File: config.mk
export PLATFORM = sky130hd
export DESIGN_NAME = mem_port_arbiter_flat
export DESIGN_NICKNAME = d
export VERILOG_FILES = /design/src/rtl/mem_port_arbiter_pkg.sv /design/src/rtl/mem_port_arbiter_if.sv /design/src/rtl/mem_port_arbiter_wait_timer.sv /design/src/rtl/mem_port_arbiter.sv /design/src/flat_wrapper.sv
export SDC_FILE = /design/constraint.sdc
export NUM_CORES = 1
export LEC_CHECK = 0
export ABC_CLOCK_PERIOD_IN_PS = 4800
export BUFFER_PORTS_ARGS = -buffer_cell sky130_fd_sc_hd__clkbuf_2
export CAP_MARGIN = 10
export CORE_MARGIN = 2
export CORE_UTILIZATION = 30
export CTS_CLUSTER_DIAMETER = 120
export DETAILED_ROUTE_END_ITERATION = 8
export PLACE_DENSITY = 0.57
export RECOVER_POWER = 25
export SYNTH_ARGS = -nofsm -noshare
export SYNTH_HDL_FRONTEND = slang
export SYNTH_HIERARCHICAL = 1
export SYNTH_SLANG_ARGS = --single-unit
File: constraint.sdc
create_clock -name CLK -period 4.8 [get_ports CLK]
set_clock_uncertainty 0.15 [all_clocks]
set_input_delay 0 -clock CLK [delete_from_list [all_inputs] [get_ports CLK]]
set_output_delay 0 -clock CLK [all_outputs]
set_load 0.02 [all_outputs]
File: src/rtl/mem_port_arbiter_pkg.sv
// core_mem_pkg: shared state encoding and port-select constants for the memory port arbiter
package core_mem_pkg;

    typedef enum logic [1:0] {
        IDLE   = 2'd0,
        I_BUSY = 2'd1,
        D_BUSY = 2'd2
    } state_t;

    localparam logic PORT_I = 1'b0;
    localparam logic PORT_D = 1'b1;

endpackage

File: src/rtl/mem_port_arbiter_if.sv
// mem_port_arbiter_if: fetch, data and memory-side signals of the shared memory port
interface mem_port_arbiter_if #(
    parameter int ADDR_W = 32,
    parameter int DATA_W = 32
);
    logic              IReq;
    logic [ADDR_W-1:0] IAddr;
    logic [DATA_W-1:0] IRData;
    logic              IValid;
    logic              IStall;
    logic              DRead;
    logic              DWrite;
    logic [ADDR_W-1:0] DAddr;
    logic [DATA_W-1:0] DWData;
    logic [DATA_W-1:0] DRData;
    logic              DValid;
    logic              DStall;
    logic              MemReq;
    logic              MemWe;
    logic [ADDR_W-1:0] MemAddr;
    logic [DATA_W-1:0] MemWData;
    logic [DATA_W-1:0] MemRData;
    logic              MemReady;
    logic              Err;

    modport slave (
        input  IReq, IAddr, DRead, DWrite, DAddr, DWData, MemReady, MemRData,
        output IRData, IValid, IStall, DRData, DValid, DStall, MemReq, MemWe, MemAddr, MemWData, Err
    );

    modport master (
        output IReq, IAddr, DRead, DWrite, DAddr, DWData, MemReady, MemRData,
        input  IRData, IValid, IStall, DRData, DValid, DStall, MemReq, MemWe, MemAddr, MemWData, Err
    );

endinterface

File: src/rtl/mem_port_arbiter_wait_timer.sv
// arb_wait_timer: counts busy cycles after a grant and flags a transaction the memory never acknowledges
module arb_wait_timer #(
    parameter int TIMEOUT = 255
) (
    input  logic CLK,
    input  logic RST,
    input  logic start,
    input  logic ready,
    output logic expire
);

    localparam int W = TIMEOUT > 1 ? $clog2(TIMEOUT) : 1;

    logic [W-1:0] cnt;
    logic         run;

    assign expire = TIMEOUT != 0 && run && !ready && cnt == W'(TIMEOUT - 1);

    // Restart on each grant, count while the transaction is outstanding
    always_ff @(posedge CLK or negedge RST) begin
        if (!RST) begin
            cnt <= '0;
            run <= 1'b0;
        end else if (start) begin
            cnt <= '0;
            run <= 1'b1;
        end else if (run) begin
            cnt <= cnt + W'(1);
            if (ready || expire) run <= 1'b0;
        end
    end

endmodule

File: src/rtl/mem_port_arbiter.sv
// mem_port_arbiter: shares one single-port memory between fetch and data ports, data first with fetch anti-starvation
import core_mem_pkg::*;

module mem_port_arbiter #(
    parameter int ADDR_W       = 32,
    parameter int DATA_W       = 32,
    parameter int STARVE_LIMIT = 4,
    parameter int TIMEOUT      = 255
) (
    input logic               CLK,
    input logic               RST,
    mem_port_arbiter_if.slave bus
);

    state_t     state, state_nx;
    logic [3:0] starve_cnt;
    logic       dreq, grant_i, grant_d, grant, sel, busy, done, expire;

    // Arbitration in IDLE and next-state decode; a saturated starve count hands the slot to fetch
    always_comb begin
        dreq     = bus.DRead | bus.DWrite;
        grant_d  = state == IDLE && dreq && !(bus.IReq && starve_cnt == 4'(STARVE_LIMIT));
        grant_i  = state == IDLE && bus.IReq && !grant_d;
        grant    = grant_i | grant_d;
        sel      = grant_d ? PORT_D : PORT_I;
        busy     = state != IDLE;
        done     = busy && (bus.MemReady || expire);
        state_nx = grant_d ? D_BUSY : grant_i ? I_BUSY : done ? IDLE : state;
    end

    arb_wait_timer #(.TIMEOUT(TIMEOUT)) u_timer (
        .CLK    (CLK),
        .RST    (RST),
        .start  (grant),
        .ready  (bus.MemReady),
        .expire (expire)
    );

    assign bus.IStall = bus.IReq & ~bus.IValid;
    assign bus.DStall = dreq & ~bus.DValid;

    // State register; reset abandons any transaction in flight
    always_ff @(posedge CLK or negedge RST) begin
        if (!RST) state <= IDLE;
        else      state <= state_nx;
    end

    // Latch the granted request, return data and pulse Valid on completion or abort
    always_ff @(posedge CLK or negedge RST) begin
        if (!RST) begin
            bus.MemReq   <= 1'b0;
            bus.MemWe    <= 1'b0;
            bus.MemAddr  <= {ADDR_W{1'b0}};
            bus.MemWData <= {DATA_W{1'b0}};
            bus.IRData   <= {DATA_W{1'b0}};
            bus.DRData   <= {DATA_W{1'b0}};
            bus.IValid   <= 1'b0;
            bus.DValid   <= 1'b0;
            bus.Err      <= 1'b0;
            starve_cnt   <= 4'd0;
        end else begin
            bus.IValid <= done && state == I_BUSY;
            bus.DValid <= done && state == D_BUSY;
            if (grant) begin
                bus.MemReq   <= 1'b1;
                bus.MemWe    <= sel == PORT_D && bus.DWrite;
                bus.MemAddr  <= sel == PORT_D ? bus.DAddr : bus.IAddr;
                bus.MemWData <= sel == PORT_D ? bus.DWData : {DATA_W{1'b0}};
            end else if (done) begin
                bus.MemReq <= 1'b0;
            end
            if (done && state == I_BUSY) bus.IRData <= bus.MemReady ? bus.MemRData : {DATA_W{1'b0}};
            if (done && state == D_BUSY && !bus.MemWe) bus.DRData <= bus.MemReady ? bus.MemRData : {DATA_W{1'b0}};
            if (expire) bus.Err <= 1'b1;
            if (grant_i) starve_cnt <= 4'd0;
            else if (grant_d) starve_cnt <= !bus.IReq ? 4'd0 : starve_cnt == 4'(STARVE_LIMIT) ? starve_cnt : starve_cnt + 4'd1;
        end
    end

endmodule
File: src/flat_wrapper.sv
// flat-port wrapper written by rule: the top's interface ports become plain ports
module mem_port_arbiter_flat 
#(
    parameter int ADDR_W       = 32,
    parameter int DATA_W       = 32,
    parameter int STARVE_LIMIT = 4,
    parameter int TIMEOUT      = 255
)
  (CLK, RST, bus_IReq, bus_IAddr, bus_DRead, bus_DWrite, bus_DAddr, bus_DWData, bus_MemReady, bus_MemRData, bus_IRData, bus_IValid, bus_IStall, bus_DRData, bus_DValid, bus_DStall, bus_MemReq, bus_MemWe, bus_MemAddr, bus_MemWData, bus_Err);
  mem_port_arbiter_if #(.ADDR_W(ADDR_W), .DATA_W(DATA_W)) bus_i ();
  input logic CLK;
  input logic RST;
  input wire logic [$bits(bus_i.IReq)-1:0] bus_IReq;
  input wire logic [$bits(bus_i.IAddr)-1:0] bus_IAddr;
  input wire logic [$bits(bus_i.DRead)-1:0] bus_DRead;
  input wire logic [$bits(bus_i.DWrite)-1:0] bus_DWrite;
  input wire logic [$bits(bus_i.DAddr)-1:0] bus_DAddr;
  input wire logic [$bits(bus_i.DWData)-1:0] bus_DWData;
  input wire logic [$bits(bus_i.MemReady)-1:0] bus_MemReady;
  input wire logic [$bits(bus_i.MemRData)-1:0] bus_MemRData;
  output wire logic [$bits(bus_i.IRData)-1:0] bus_IRData;
  output wire logic [$bits(bus_i.IValid)-1:0] bus_IValid;
  output wire logic [$bits(bus_i.IStall)-1:0] bus_IStall;
  output wire logic [$bits(bus_i.DRData)-1:0] bus_DRData;
  output wire logic [$bits(bus_i.DValid)-1:0] bus_DValid;
  output wire logic [$bits(bus_i.DStall)-1:0] bus_DStall;
  output wire logic [$bits(bus_i.MemReq)-1:0] bus_MemReq;
  output wire logic [$bits(bus_i.MemWe)-1:0] bus_MemWe;
  output wire logic [$bits(bus_i.MemAddr)-1:0] bus_MemAddr;
  output wire logic [$bits(bus_i.MemWData)-1:0] bus_MemWData;
  output wire logic [$bits(bus_i.Err)-1:0] bus_Err;
  assign bus_i.IReq = bus_IReq;
  assign bus_i.IAddr = bus_IAddr;
  assign bus_i.DRead = bus_DRead;
  assign bus_i.DWrite = bus_DWrite;
  assign bus_i.DAddr = bus_DAddr;
  assign bus_i.DWData = bus_DWData;
  assign bus_i.MemReady = bus_MemReady;
  assign bus_i.MemRData = bus_MemRData;
  assign bus_IRData = bus_i.IRData;
  assign bus_IValid = bus_i.IValid;
  assign bus_IStall = bus_i.IStall;
  assign bus_DRData = bus_i.DRData;
  assign bus_DValid = bus_i.DValid;
  assign bus_DStall = bus_i.DStall;
  assign bus_MemReq = bus_i.MemReq;
  assign bus_MemWe = bus_i.MemWe;
  assign bus_MemAddr = bus_i.MemAddr;
  assign bus_MemWData = bus_i.MemWData;
  assign bus_Err = bus_i.Err;
  mem_port_arbiter #(.ADDR_W(ADDR_W), .DATA_W(DATA_W), .STARVE_LIMIT(STARVE_LIMIT), .TIMEOUT(TIMEOUT)) u_core (.CLK(CLK), .RST(RST), .bus(bus_i));
endmodule
* Word-level counts from Yosys, hierarchy flattened
Cells that the tools add are included.
** Word-level totals
- Input port bits :: 134
- Output and inout port bits :: 135
- Register bits :: 148
- Word-level logic and storage cells :: 68
** Cells by class
- Bitwise logic cells :: 6
- Multiplexer cells :: 18
- Equality and inequality tests :: 5
- Add/sub/neg operators :: 2
- Reductions and logical operators :: 24
** Operators by type and width (number)
- 2-to-1 mux 32 bit :: 3
- 2-to-1 mux 4 bit :: 4
- 2-to-1 mux 8 bit :: 2
- logical AND 1 bit :: 12
- adder 8 x 1 -> 8 bit (second input constant) :: 1
- equality test 8 bit (second input constant) :: 1
- nonzero test 2 bit :: 4
- 2-to-1 mux 1 bit :: 6
- 2-to-1 mux 2 bit :: 3
- adder 4 x 1 -> 4 bit (second input constant) :: 1
- equality test 4 x 3 -> 1 bit (second input constant) :: 1
- zero test 1 bit :: 4
- inequality test 3 x 2 -> 1 bit (second input constant) :: 1
- nonzero test 3 bit :: 1
- bitwise AND 1 bit :: 2
- equality test 2 x 1 -> 1 bit (second input constant) :: 1
- equality test 2 bit (second input constant) :: 1
- zero test 2 bit :: 1
- inverter 1 bit :: 2
- bitwise OR 1 bit :: 2
- AND reduction 2 bit :: 1
- logical OR 1 bit :: 1

* Logic depth before layout (Yosys ltp)
- Depth after elaboration :: 8
- Depth in mapped cells :: 9
- Depth with buffers taken out :: 7

* Cells and area by module
Netlist, hierarchy kept.
** By module, submodules not included
- mem_port_arbiter :: sequential area each 3478.3 µm², area each 6020.8 µm², cells each 555, instances 1
- arb_wait_timer :: sequential area each 225.2 µm², area each 460.4 µm², cells each 45, instances 1

* Least setup slack after synthesis
No wires, ideal clock.
- Path kind :: flip-flop to flip-flop
- Start point :: register u_core.u_timer.cnt[0]
- End point :: register u_core.bus.IRData[10]
- Library setup time :: 121 ps
- Setup slack :: 2643 ps
- Required time :: 4529 ps
- Cell stages (with the launch flop) :: 10
- Arrival :: 1886 ps
- Period minus slack after synthesis :: 2157 ps
- Path buffers :: 2
- Path through :: dfrtp_1 inv_1 ha_1 nand3_1 nor3_1 nor2_2 or3b_1 clkbuf_1 buf_2 a22o_1
** Between the ends
- Longest elaborated chain between the ends :: 5
** RTL lines
- from (decl) :: RTL line mem_port_arbiter_wait_timer.sv:14 : logic [W-1:0] cnt;
- from (signal assigned) :: RTL line mem_port_arbiter_wait_timer.sv:28 : cnt <= cnt + W'(1);
- equality test 8 bit :: RTL line mem_port_arbiter_wait_timer.sv:17 : assign expire = TIMEOUT != 0 && run && !ready && cnt == W'(TIMEOUT - 1);
- logical AND 1 bit :: RTL line mem_port_arbiter_wait_timer.sv:17
- net u_core.expire :: RTL line mem_port_arbiter.sv:17 : logic dreq, grant_i, grant_d, grant, sel, busy, done, expire;
- logical OR 1 bit :: RTL line mem_port_arbiter.sv:27 : done = busy && (bus.MemReady || expire);
- logical AND 1 bit :: RTL line mem_port_arbiter.sv:27
- logical AND 1 bit :: RTL line mem_port_arbiter.sv:72 : if (done && state == I_BUSY) bus.IRData <= bus.MemReady ? bus.MemRData : {DATA_W{1'b0}};
- to (signal assigned) :: RTL line mem_port_arbiter.sv:55 : bus.IRData <= {DATA_W{1'b0}};
- to (signal assigned) :: RTL line mem_port_arbiter.sv:72
- to (decl) :: RTL line mem_port_arbiter_if.sv:28 : output IRData, IValid, IStall, DRData, DValid, DStall, MemReq, MemWe, MemAddr, MemWData, Err
The timed path passes the listed nets, and every way through them passes these cells.
A chain may end at the register's enable or synchronous reset.

==> run metrics <==
Req. time, crit path 4.63 ns; Post-synth ARST share 100%; Initial DRC Count 274; first-pass GRT wire length 32.4 mm; Yosys top cell area share 57.1%; RD Place Congestion 0.760; IO Pins 269; via count 5993; leading area contributor after synthesis dfrtp_1; Power Dens Cells 627 mW/mm2; vias in the first global route 6277; Starting Density 30.7%; Post-synth EDFFs 0; largest cells by area after synthesis dfrtp_1, mux2i_1, nand4_1; final setup vio count 0; Yosys cell types 38; HP Start bus_MemReady; Die Wd 151 um; Worst EP arrival 3.15 ns; most frequent cells in the layout clkbuf_2, dfrtp_1, dlygate4sd3_1; total negative slack 0 ns; Worst R2R Setup Slack 1.86 ns; Final nets 1111; Post-DRT Antenna Nets 0; number of buffers inserted by port buffering 268; commonest non-fill, non-tap cell in the layout clkbuf_2; Antenna Cells 0; share of layout cells above drive strength 1 26.3%; worst r2r src u_core/state[0]$_DFFE_PN0P_; CTS max path bufs 2; critical path class in -> async; TritonCTS Buffers 17; Max FO, Critical Path 47; clock share of power 21.4%; worst reg2reg path depth 5; hpwl dp 12.3 mm; Setup crit end kind async pin; Slew HR -70.3%; placed cell area 0.00799 mm2; internal power of the cells 3.54 mW; switch share 42.4%; worst-skew pair later-pin latency 0.42 ns; Reg-to-Reg End u_core/bus.MemAddr[24]$_DFFE_PN0P_; Post-Syn Nets 738; Gate Count Post-Synth 600; vias per cell 4.75; full die area 0.0228 mm2; Hold Path End u_core/bus.DRData[23]$_DFFE_PN0P_; Psw 2.61 mW; hold crit path type in -> reg; Fin. Hold Viols 0; Die Y 151 um; drt first pass iters 5; outcome finished, violations left; Design Area, Final 0.00982 mm2; Critical Path Start Type primary input; Mean Syn Cell Area 10.8 um2; Synth Warn # 6; Leakage 4.80 nW; RSZ-0062 raised after global routing false; worst vdd ir 279 uV; DR WL/cell 16.1 um; Root Buffer clkbuf_16; Synth Register Bits 148; fmax 0.301 GHz; ys flop type dfrtp_1; Max H-tree Level 4; DR DRC count 0; largest net degree at the start of global routing 70; Worst Tran Pin Value 2.55 ns; Worst-path clk slew 0.08 ns; clock sinks 148; max-slew violations 48; P&R area growth vs syn 51.4%; total routed wirelength 20.3 mm; sequential power share 34.4%; Core ar. 0.0211 mm2; GR Overflow Total 0; Mapped Area 0.00648 mm2; CTS tree built; MaxCap Viol Count 1; WHS Path Cells 3; part of the cycle the worst path needs 69.2%; Tot Pwr 6.15 mW; Std-Cell Rows 53; post-CTS sizing 0; antenna violations before repair 0; filler cell count in the final layout 2021; Gate power share 44.1%; sequential share of the synthesized area 57.1%; crit path time final 3.32 ns; failing checks max-capacitance violations, max-slew violations; GRT Util Overall 18.0%
-- through the flow --
stage                     util (%)  cells  setup WS (ns)  hold slack (ns)
after floorplan                  -    600           2.64           -0.446
after global placement        37.9   1096           2.36           -0.181
after detailed placement      37.9   1096           2.27           -0.180
after CTS                     47.1   1261           1.90            0.138
after global routing          46.5   1261          0.871            0.163
final                         46.5   1261           1.48            0.139
-- power groups by stage --
stage	Sequential (mW)	Clock, mW	Combinational, mW
finish	2.12	1.32	2.71
global route	2.19	1.41	2.95
CTS	2.12	1.36	2.78
detailed placement	2.12	0	2.47
global placement	2.13	0	2.43
floorplan	2.68	0	1.02
-- what timing repair did --
action | in CTS | in global routing
hold endpoints to repair | 217 | 0
setup buffers | 0 | 0
hold buffers | 133 | 0
-- flip-flops by register name (all words and copies together) (netlist names) --
register and cells:
u_core/bus.DValid 1, u_core/bus.MemWe 1, u_core/bus.IRData 32, u_core/starve_cnt 4, u_core/bus.MemReq 1, u_core/state 2, u_core/bus.IValid 1, u_core/bus.DRData 32
u_core/bus.MemAddr 32, u_core/bus.MemWData 32, u_core/u_timer/run 1, u_core/bus.Err 1, u_core/u_timer/cnt 8
-- synthesized netlist by cell type (2+ instances only) --
master    instances
a21oi_1           4
ha_1              4
a32o_1            2
nand2_1          72
or3_1             3
mux2i_1          65
xor2_1            4
nor2_1            7
o21ai_0          52
a211oi_1          2
nor2_2            2
buf_4             5
buf_6             2
xnor2_1           2
inv_1            37
buf_2            16
o21ai_1          17
or3b_1            2
a22o_1           32
dfrtp_1         148
nand3_1           6
clkbuf_1         34
nand4_1          65
nor2b_1           2
nor3b_1           2
-- worst max-delay path, stage by stage --
cell and delay (ns):
dlygate4sd3_1 0.52, dlygate4sd3_1 0.54, clkbuf_1 0.21, clkbuf_1 1.85
-- worst max path at each step --
stage / cells past startpoint / slack (ns) / to / from
finish: 4 / 1.48 / u_core/bus.MemAddr[11]$_DFFE_PN0P_ / RST
detailed placement: 7 / 2.27 / u_core/bus.DRData[13]$_DFFE_PN0P_ / bus_MemReady
floorplan: 9 / 2.64 / u_core/bus.IRData[10]$_DFFE_PN0P_ / u_core/u_timer/cnt[0]$_DFFE_PN0P_
global route: 4 / 0.87 / u_core/bus.MemAddr[14]$_DFFE_PN0P_ / RST
CTS: 5 / 1.90 / u_core/bus.MemAddr[24]$_DFFE_PN0P_ / u_core/state[0]$_DFFE_PN0P_
global placement: 7 / 2.36 / u_core/bus.DRData[6]$_DFFE_PN0P_ / bus_MemReady
-- cell families (layout without fill, tap and decap cells) --
| group | after synthesis | count (layout) | share of synthesized area [%] |
|---|---|---|---|
| AO/OA/AOI/OAI | 112 | 112 | 10.8 |
| XOR/XNOR | 6 | 6 | 0.811 |
| adder cells (fa/ha/maj) | 4 | 4 | 0.772 |
| buffers and inverters | 94 | 480 | 6.27 |
| flip-flops | 148 | 148 | 57.1 |
| multiplexers | 65 | 65 | 10.0 |
| AND/OR/NAND/NOR | 171 | 171 | 14.1 |
-- layer usage --
| metal | wire length [um] | vias up | GRT usage (%) | share of wire, % |
|---|---|---|---|---|
| met3 | 976 | 30 | 4.04 | 4.8 |
| li1 | - | 2863 | - | - |
| met2 | 10300 | 188 | 30.1 | 51 |
| met5 | 0 | - | 0 | 0 |
| met4 | 456 | 0 | 6.82 | 2.2 |
| met1 | 8570 | 2912 | 22.8 | 42 |
-- final cells by class --
class / count / area, um2 / share of cell area [%]
well taps: 275 / 344 / 3.51
repair buffers: 411 / 2670 / 27.2
inverters: 37 / 139 / 1.41
clock inverters: 15 / 159 / 1.62
flip-flops and latches: 148 / 3700 / 37.7
clock buffers: 17 / 425 / 4.33
multi-input cells: 358 / 2380 / 24.2
No activity file was read; power rests on OpenSTA's default activity.
